===== src/rtl/imem_arbiter.sv =====
// Round-robin arbiter and three-state sequencer sharing one IMEM port between fetch and debug.
// Define IMEM_ARB_DBG_WRITE_EN to allow debug writes; otherwise debug writes return an error.
module imem_arbiter #(
    parameter int DEPTH_LOG2 = 8
) (
    input  logic                  clk,
    input  logic                  reset_n,
    input  logic                  f_req,
    input  logic [31:0]           f_addr,
    output logic                  f_gnt,
    output logic                  f_rvalid,
    output logic [31:0]           f_rdata,
    output logic                  f_rerr,
    input  logic                  d_req,
    input  logic                  d_we,
    input  logic [31:0]           d_addr,
    input  logic [31:0]           d_wdata,
    output logic                  d_gnt,
    output logic                  d_rvalid,
    output logic [31:0]           d_rdata,
    output logic                  d_rerr,
    output logic                  m_en,
    output logic                  m_we,
    output logic [DEPTH_LOG2-1:0] m_addr,
    output logic [31:0]           m_wdata,
    input  logic [31:0]           m_rdata
);

    typedef enum logic [1:0] {
        IDLE   = 2'd0,
        ACCESS = 2'd1,
        RESP   = 2'd2
    } state_t;

    localparam logic FETCH = 1'b0;
    localparam logic DEBUG = 1'b1;

    state_t state;
    logic   last;
    logic   owner;
    logic   pend_we;

    logic        f_ok;
    logic        d_ok;
    logic        pick_debug;
    logic        grant_f;
    logic        grant_d;
    logic        grant_any;
    logic        grant_ok;
    logic        grant_we;
    logic [31:0] grant_addr;

    // Word aligned and inside the array; anything above the top index bit is out of range.
    function automatic logic addr_ok(input logic [31:0] addr);
        logic [31:0] hi;
        hi = addr >> (DEPTH_LOG2 + 2);
        return (addr[1:0] == 2'b00) && (hi == 32'd0);
    endfunction

    always_comb begin
        f_ok = addr_ok(f_addr);
`ifdef IMEM_ARB_DBG_WRITE_EN
        d_ok     = addr_ok(d_addr);
        grant_we = 1'b0;
`else
        d_ok     = addr_ok(d_addr) && !d_we;
        grant_we = 1'b0;
`endif
        pick_debug = d_req && (!f_req || (last == FETCH));
        grant_f    = (state == IDLE) && f_req && !pick_debug;
        grant_d    = (state == IDLE) && pick_debug;
        grant_any  = grant_f || grant_d;
        grant_ok   = grant_d ? d_ok : f_ok;
        grant_addr = grant_d ? d_addr : f_addr;
`ifdef IMEM_ARB_DBG_WRITE_EN
        grant_we   = grant_d && d_we;
`endif
    end

    always_comb begin
        f_gnt   = grant_f;
        d_gnt   = grant_d;
        m_en    = grant_any && grant_ok;
`ifdef IMEM_ARB_DBG_WRITE_EN
        m_we    = m_en && grant_we;
`else
        m_we    = 1'b0;
`endif
        m_addr  = m_en ? grant_addr[DEPTH_LOG2+1:2] : '0;
        m_wdata = (m_en && grant_d) ? d_wdata : '0;
    end

    // Error responses skip ACCESS; write acknowledgements carry zero data.
    always_ff @(posedge clk or negedge reset_n) begin
        if (!reset_n) begin
            state    <= IDLE;
            last     <= DEBUG;
            owner    <= FETCH;
            pend_we  <= 1'b0;
            f_rvalid <= 1'b0;
            d_rvalid <= 1'b0;
            f_rdata  <= '0;
            d_rdata  <= '0;
            f_rerr   <= 1'b0;
            d_rerr   <= 1'b0;
        end else begin
            f_rvalid <= 1'b0;
            d_rvalid <= 1'b0;
            case (state)
                IDLE: begin
                    if (grant_any) begin
                        last    <= grant_d ? DEBUG : FETCH;
                        owner   <= grant_d ? DEBUG : FETCH;
                        pend_we <= grant_we;
                        if (grant_ok) begin
                            state <= ACCESS;
                        end else begin
                            state <= RESP;
                            if (grant_d) begin
                                d_rdata  <= '0;
                                d_rerr   <= 1'b1;
                                d_rvalid <= 1'b1;
                            end else begin
                                f_rdata  <= '0;
                                f_rerr   <= 1'b1;
                                f_rvalid <= 1'b1;
                            end
                        end
                    end
                end
                ACCESS: begin
                    state <= RESP;
                    if (owner == DEBUG) begin
                        d_rdata  <= pend_we ? 32'd0 : m_rdata;
                        d_rerr   <= 1'b0;
                        d_rvalid <= 1'b1;
                    end else begin
                        f_rdata  <= m_rdata;
                        f_rerr   <= 1'b0;
                        f_rvalid <= 1'b1;
                    end
                end
                RESP: begin
                    state <= IDLE;
                end
                default: begin
                    state <= IDLE;
                end
            endcase
        end
    end

endmodule

===== config.mk =====
export PLATFORM = sky130hd
export DESIGN_NAME = imem_arbiter
export DESIGN_NICKNAME = d
export VERILOG_FILES = /design/src/rtl/imem_arbiter.sv
export SDC_FILE = /design/constraint.sdc
export NUM_CORES = 1
export LEC_CHECK = 0
export CAP_MARGIN = 20
export CORE_MARGIN = 5
export CORE_UTILIZATION = 37
export CTS_CLUSTER_DIAMETER = 200
export CTS_CLUSTER_SIZE = 24
export DETAILED_ROUTE_END_ITERATION = 16
export GPL_TIMING_DRIVEN = 0
export PLACE_DENSITY = 0.91
export SYNTH_ARGS = -nofsm -noshare
export SYNTH_HDL_FRONTEND = slang
export SYNTH_SLANG_ARGS = --single-unit

===== constraint.sdc =====
create_clock -name clk -period 2.87 [get_ports clk]
set_input_delay 0.574 -clock clk [delete_from_list [all_inputs] [get_ports clk]]
set_output_delay 0.574 -clock clk [all_outputs]
set_load 0.1 [all_outputs]

== Word-level counts from Yosys, hierarchy flattened ==
Cells that the tools add are included.
Word-level totals
  word-level logic and storage cells: 77
  register bits after elaboration: 72
  output and inout bits: 112
Operators by class
  muxes and demuxes: 37
  reductions and logical operators: 23
  equal/unequal tests: 7
  bitwise logic cells: 1
Operator list (number)
  32-bit 2-to-1 mux: 9
  32-bit one-hot mux with 2 select lines: 2
  32-bit logical NOT: 2
  1-bit 2-to-1 mux: 17
  2-bit != test (second input constant): 6
  10-bit 2-to-1 mux: 1
  5-bit AND reduction: 2
  1-bit logical AND: 9
  8-bit 2-to-1 mux: 1
  1-bit one-hot mux with 2 select lines: 4
  2-bit logical NOT: 3
  2-bit 2-to-1 mux: 2
  2-bit one-hot mux with 2 select lines: 1
  1-bit logical NOT: 3
  2-bit by 1-bit == test with 1-bit output (second input constant): 1
  1-bit logical OR: 2
  2-bit AND reduction: 1
  2-bit nonzero test: 1
  1-bit inverter: 1

== Depth between registers and ports, before layout ==
Gate-level depths: netlist of the first run.
  depth in word-level cells: 9
  depth in mapped cells: 6

== Worst setup path before layout of the first run ==
No wires, ideal clock.
  path kind: in2out
  start point: in d_addr[12]
  end point: out m_wdata[10]
  slack: 0.047 ns
  path buffers: 1
  arrival: 2.249 ns
  required time: 2.296 ns
  stages: 5
  path through: nor4_1 -> nand4_1 -> nor3_4 -> clkbuf_2 -> and2_1
Between the ends
  word-level cells in the longest chain between the ends: 7
RTL lines
  start, declared: line 16  | input logic [31:0] d_addr,
  32-bit logical NOT: line 57  | return (addr[1:0] == 2'b00) && (hi == 32'd0);
  1-bit logical AND: line 57
  1-bit logical AND: line 66  | d_ok = addr_ok(d_addr) && !d_we;
  1-bit 2-to-1 mux: line 73  | grant_ok = grant_d ? d_ok : f_ok;
  1-bit logical AND: line 83  | m_en = grant_any && grant_ok;
  1-bit logical AND: line 90  | m_wdata = (m_en && grant_d) ? d_wdata : '0;
  32-bit 2-to-1 mux: line 90
  end, declared: line 25  | output logic [31:0] m_wdata,
No other way between the ends.

== Worst setup path after layout of the first run ==
  start point: in f_addr[12]
  end point: out m_addr[2]
Between the ends
  word-level cells in the longest chain between the ends: 5
RTL lines
  start, declared: line 9  | input logic [31:0] f_addr,
  32-bit logical NOT: line 57
  1-bit logical AND: line 57
  1-bit 2-to-1 mux: line 73
  1-bit logical AND: line 83
  8-bit 2-to-1 mux: line 89  | m_addr = m_en ? grant_addr[DEPTH_LOG2+1:2] : '0;
  end, declared: line 24  | output logic [DEPTH_LOG2-1:0] m_addr,
No other way between the ends.

==> results of run 1 <==
## Yosys cell counts
cell / n / share of area (%)
nor2b_1: 1 / 0.19
nor2_2: 1 / 0.19
clkbuf_2: 7 / 1.1
nor4_1: 11 / 2.1
nor3_4: 1 / 0.50
o41ai_1: 1 / 0.27
buf_4: 2 / 0.46
or2_2: 2 / 0.38
dfrtp_1: 71 / 54
nand2b_1: 3 / 0.57
a22o_1: 8 / 2.1
and2_1: 33 / 6.3
conb_1: 1 / 0.11
nand2_1: 135 / 15
o21ai_0: 64 / 9.8
nor3_2: 1 / 0.31
nor3_1: 2 / 0.31
o221a_2: 2 / 0.69
nand4_1: 2 / 0.38
nor2_1: 3 / 0.34
buf_2: 3 / 0.46
clkbuf_1: 13 / 1.5
nand3_1: 3 / 0.46
inv_1: 2 / 0.23
dfstp_2: 1 / 0.80
o21a_1: 4 / 0.92
## power by group through the flow
| stage | Combinational, uW | Clock (uW) | Sequential, uW |
|---|---|---|---|
| 2_1_floorplan | 85.2 | 0 | 1080 |
| 3_3_place_gp | 348 | 0 | 1060 |
| 3_5_place_dp | 355 | 0 | 1060 |
| 4_1_cts | 359 | 832 | 1040 |
| 5_1_grt | 397 | 881 | 1040 |
| 6_report | 375 | 821 | 1040 |
## sequential cells by signal, summed over array words and instances, names as in the netlist
register	cells
last	1
d_rerr	1
owner	1
f_rdata	32
state	2
f_rvalid	1
f_rerr	1
d_rdata	32
d_rvalid	1
## cells by family (layout without fill, tap and decap cells)
kind of cell	after synthesis	in the layout
flops	72	72
buf+inv	27	294
compound gates	79	79
other cells	1	1
simple gates	198	198
## final timing paths
kind / endpoint / slack, ps / cells after the start
setup / recovery: m_addr[2] / -90 / 7
max in group asynchronous: d_rdata[16] / 1910 / 1
hold reg to reg: f_rerr / 490 / 1
setup reg to reg: f_rdata[29] / 1000 / 6
hold / removal: d_rdata[19] / 370 / 1
min in group clk: f_rerr / 490 / 1
## what timing repair did
item	in CTS	in global routing
pin swaps	15	17
endpoints found under the setup margin	43	40
resized for setup	387	49
setup buffers	4	4
gates cloned	1	0
## through the flow
stage | setup TNS (ps) | instance area (um^2) | power (uW) | setup WS [ps] | utilization, %
final | -321 | 6690 | 2240 | -91.2 | 77.1
after floorplan | 0 | 3280 | 1170 | 46.7 | -
after detailed placement | -51520 | 5850 | 1410 | -1300 | 67.4
after CTS | -2.09 | 6460 | 2230 | -2.09 | 74.5
after global placement | -127280 | 5850 | 1410 | -1240 | 67.4
after global routing | -1080 | 6690 | 2320 | -193 | 77.1
## cell type report
| class | count | area, um^2 |
|---|---|---|
| inverter | 2 | 7.51 |
| fill | 539 | 1990 |
| multi-input combinational | 278 | 1560 |
| clock buffer | 10 | 138 |
| timing repair buffer | 252 | 2850 |
| sequential | 72 | 1800 |
| clock inverter | 6 | 66.3 |
| tap | 108 | 135 |
| buffer | 24 | 133 |
## worst register-to-register path, delay by kind of cell, from the launching register on
kind / cells / cell delay [ps]
AO/OA/AOI/OAI: 2 / 450
buffers and inverters: 2 / 410
AND/OR/NAND/NOR: 2 / 470
flip-flops: 1 / 410
## per-layer routing
layer / GRT usage, % / vias up / part of all wire [%]
met4: 7.86 / 0 / 1.5
met2: 46.8 / 218 / 54
li1: - / 1768 / -
met5: 0 / - / 0
met1: 29.0 / 1878 / 36
met3: 7.76 / 18 / 8.2
## cell usage in the layout, fill, tap and decap left out, types with 3 or more instances in the layout
master / instances
dfrtp_1: 71
buf_2: 3
clkbuf_1: 13
nand2_1: 134
dlymetal6s2s_1: 24
and2_4: 21
o21ai_0: 64
o21a_1: 4
nand2b_1: 3
clkbuf_2: 4
dlygate4sd2_1: 10
nor4_2: 9
clkbuf_8: 10
clkdlybuf4s50_1: 165
buf_12: 30
and2_1: 12
buf_4: 15
a22o_1: 4
buf_6: 8
a22o_4: 4
==> results.toml, run 1 <==
[outcome]
status = "finished with violations"
violations = "negative setup slack"

[die]
die_w_um = 104
core.rowCount = 34
die_y_um = 104
core_um2 = 8680
initial_core_util_pct = 37.8
die_area_um2 = 10800
io_pins = 245

[critical_path]
r2r-start = "state[1]"
max_stage_delay_ps = 440
cp.arrival_ps = 2390
cp_max_fo = 5
critPathRequiredTime_ps = 2300
crit_type = "input port to output port"
critPathLaunchType = "input port"
path_cells = "clkdlybuf4s50_1, nor4_2, nand2_2, nor3_4, buf_6, a22o_1, buf_12"
cp-end-kind = "output port"
crit_buf_inv = 3
critPathLaunch = "f_addr[12]"
cp_slowest_cell = "clkdlybuf4s50_1"
critPathTopFamily = "simple AND/OR/NAND/NOR gates"

[logic_synthesis]
synth-seq-cells = 72
avgSynthCellArea_um2 = 8.70
muxShareOfSynthArea_pct = 0
synthSimpleGateAreaFrac_pct = 27.5
syn_area_um2 = 3280
synth_top_family_by_area = "simple AND/OR/NAND/NOR gates"
synth-warning-count = 0
synth_compound_area_share_pct = 13.8
syn_nets = 510
synth_adder_area_share_pct = 0
synthCells = 377
synth-seq-area-share_pct = 55.0
synthXorXnorAreaFrac_pct = 0
synth_cell_types = 26

[sta]
slew_headroom_pct = 30.9
whs_ps = 368
fin_crit_sh_pct = 103
finalHoldViolations = 0
setup_violations = 7
fmax_ghz = 0.338
final_max_slew_viol_count = 0
period_needed_ps = 2960
setup_ws_ps = -91.2
skew_ps = 15.3
tightest_slew_ps = 1030

[power_and_ir_drop]
pwr-share-clk_pct = 36.7
switching_share_pct = 26.5
p_sw_uw = 592
p_int_uw = 1640
combPwrFrac_pct = 16.8
peakVddDrop_mv = 0.210
leakage_uw = 0.00299
p_seq_share_pct = 46.6
powerDensity_nw_per_um2 = 334

[clocking]
cts_hold_buf = 0
tritoncts = "done"
cts-root-buf = "clkbuf_8"
clk_latency_ps = 340
h-tree-depth = 3
cts.path.max_buffers = 2
cts.clk_slew.worst_paths_ps = 80
clock-sinks = 72
cts_inserted_buffers = 9

[grt]
grt_pass1_wl_mm = 22.5
grt_overflow = 0
antenna_found_initial = 0
gr-usage-all-layers_pct = 25.8
grt_pass1_vias = 4238
grt_max_degree = 73

[layout]
area_delta_synth_final_pct = 104
nets = 772
stdcell_count = 752
diodes = 0
drive_gt1_share_pct = 20.2

[detailed_routing]
wl_mm = 15.5
dr_total_vias = 3882
avgViaCountPerCell = 5.16
drt_iter0_drc = 208
drc_errors = 0
wl_per_cell_um = 20.6
antenna_left = 0
drt_pass1_iterations = 4

[place]
dpl.hpwl_mm = 10.3
port_buffers = 243
place_inst = 728
place.gp.congestion = 0.881

[run]
max_cap_viol_count = 0

[hold_path]
min_path_type = "input port to asynchronous set/reset pin"
Power figures use the tool's default switching activity.
==> run 2, diff against run 1 <==
--- a/config.mk
+++ b/config.mk
@@ -7,12 +7,12 @@
 export LEC_CHECK = 0
 export CAP_MARGIN = 20
 export CORE_MARGIN = 5
-export CORE_UTILIZATION = 37
+export CORE_UTILIZATION = 35
 export CTS_CLUSTER_DIAMETER = 200
 export CTS_CLUSTER_SIZE = 24
 export DETAILED_ROUTE_END_ITERATION = 16
 export GPL_TIMING_DRIVEN = 0
-export PLACE_DENSITY = 0.91
+export PLACE_DENSITY = 0.87
 export SYNTH_ARGS = -nofsm -noshare
 export SYNTH_HDL_FRONTEND = slang
 export SYNTH_SLANG_ARGS = --single-unit
==> results.toml, run 2 (synthesis results as in run 1) <==
[clocking]
cts.clk_slew.worst_paths_ps = 80
cts_inserted_buffers = 9
cts_hold_buf = 0
cts-root-buf = "clkbuf_8"
h-tree-depth = 3
tritoncts = "done"
clock-sinks = 72
cts.path.max_buffers = 2
clk_latency_ps = 340

[power_and_ir_drop]
peakVddDrop_mv = 0.175
powerDensity_nw_per_um2 = 309
leakage_uw = 0.00288
p_total_uw = 2080

[layout]
mostFrequentLayoutCell = "clkdlybuf4s50_1"
mostFrequentLayoutCells = "clkdlybuf4s50_1, nand2_1, dfrtp_1"
fill_cells = 623
area_delta_synth_final_pct = 105
nets = 771
drive_gt1_share_pct = 19.9
reg_top3 = "d_rdata: 32 flops, f_rdata: 32 flops, state: 2 flops"

[sta]
tightest_slew_ps = 1030
skew_ps = 10.7
slew_headroom_pct = 31.2
period_needed_ps = 2850
fin_crit_sh_pct = 99.2
finalHoldViolations = 0
final_max_slew_viol_count = 0
whs_ps = 372
setup_violations = 0
fmax_ghz = 0.351

[die]
core.rowCount = 35
die_y_um = 107
die_area_um2 = 11400
initial_core_util_pct = 35.7
io_pins = 245
die_w_um = 107
core_um2 = 9200

[critical_path]
crit_type = "input port to output port"
critPathLaunch = "f_addr[20]"
cp_max_fo = 8
critPathTopFamily = "buffers and inverters"
max_stage_delay_ps = 430
critPathLaunchType = "input port"
r2r_slack_ps = 960
r2r-start = "state[1]"
critPathRequiredTime_ps = 2300
crit_buf_inv = 4
path_cells = "clkdlybuf4s50_1, nor4_1, nand4_1, buf_6, nor3_4, buf_6, a22o_1, buf_12"
cp-end-kind = "output port"
cp_slowest_cell = "clkdlybuf4s50_1"
cp.arrival_ps = 2270
crit_top_cell = "buf_6"

[place]
dpl.hpwl_mm = 10.5
port_buffers = 243
place.gp.congestion = 0.897

[grt]
grt_pass1_wl_mm = 21.8
antenna_found_initial = 1
grt_overflow = 0
grt_max_degree = 73
gr-usage-all-layers_pct = 24.6
grt_pass1_vias = 4115

[detailed_routing]
avgViaCountPerCell = 5.00
dr_total_vias = 3768
drt_iter0_drc = 135
drc_errors = 0
drt_pass1_iterations = 4
wl_mm = 14.7
wl_per_cell_um = 19.6
antenna_left = 0

[hold_path]
min_path_type = "input port to asynchronous set/reset pin"

[outcome]
status = "completed"

[run]
max_cap_viol_count = 0
==> run 2: worst paths after layout <==
kind / end / cells after the start
min: d_rdata[9] / 1
min reg2reg: last / 2
max in group asynchronous: f_rdata[2] / 1
max reg2reg: d_rdata[20] / 6
max: m_addr[5] / 8
min in group clk: last / 2
==> run 2: what timing repair did <==
action / 4_1_cts / 5_1_grt
gates cloned: 2 / 0
endpoints found under the setup margin: 43 / 41
pin swaps: 17 / 17
setup buffers: 4 / 1
gates resized for setup: 427 / 37
==> run 2: through the flow <==
stage	TNS [ps]	cell area, um^2	instances	util, %	setup slack (ps)
after floorplan	0	3280	377	-	46.7
after global placement	-122440	5850	731	63.6	-1200
after detailed placement	-47730	5850	731	63.6	-1240
after CTS	0	6580	752	71.6	1.48
after global routing	-851	6740	754	73.3	-116
final	0	6740	754	73.3	22.1
==> run 2: cell type report <==
| cell class | instances | area, um^2 | area share, % |
|---|---|---|---|
| repair buffers | 250 | 2940 | 43.6 |
| flip-flops and latches | 72 | 1800 | 26.8 |
| multi-input cells | 278 | 1540 | 22.8 |
| plain buffers | 25 | 146 | 2.17 |
| well taps | 111 | 139 | 2.06 |
| clock buffers | 9 | 124 | 1.84 |
| clock inverters | 6 | 37.5 | 0.557 |
| inverters | 2 | 7.51 | 0.111 |
| diodes | 1 | 2.50 | 0.0371 |
==> run 2: power breakdown <==
part / internal (uW) / leakage, uW / switching (uW) / total, uW
logic: 187 / 0.00182 / 177 / 364
registers: 1030 / 0.000986 / 11.2 / 1040
clock network: 304 / 0.0000769 / 376 / 679
==> run 2: layer usage <==
layer / up-vias / track usage [%] / wire, um
li1: 1772 / - / -
met1: 1779 / 27.5 / 5380
met2: 181 / 44.2 / 7820
met3: 36 / 6.02 / 1040
met4: 0 / 10.7 / 502
met5: - / 0 / 0
==> run 3, diff against run 2 <==
--- a/config.mk
+++ b/config.mk
@@ -5,7 +5,6 @@
 export SDC_FILE = /design/constraint.sdc
 export NUM_CORES = 1
 export LEC_CHECK = 0
-export CAP_MARGIN = 20
 export CORE_MARGIN = 5
 export CORE_UTILIZATION = 35
 export CTS_CLUSTER_DIAMETER = 200
==> results of run 3 <==
No change in the layout: final DEF, timing and power equal those of run 2.
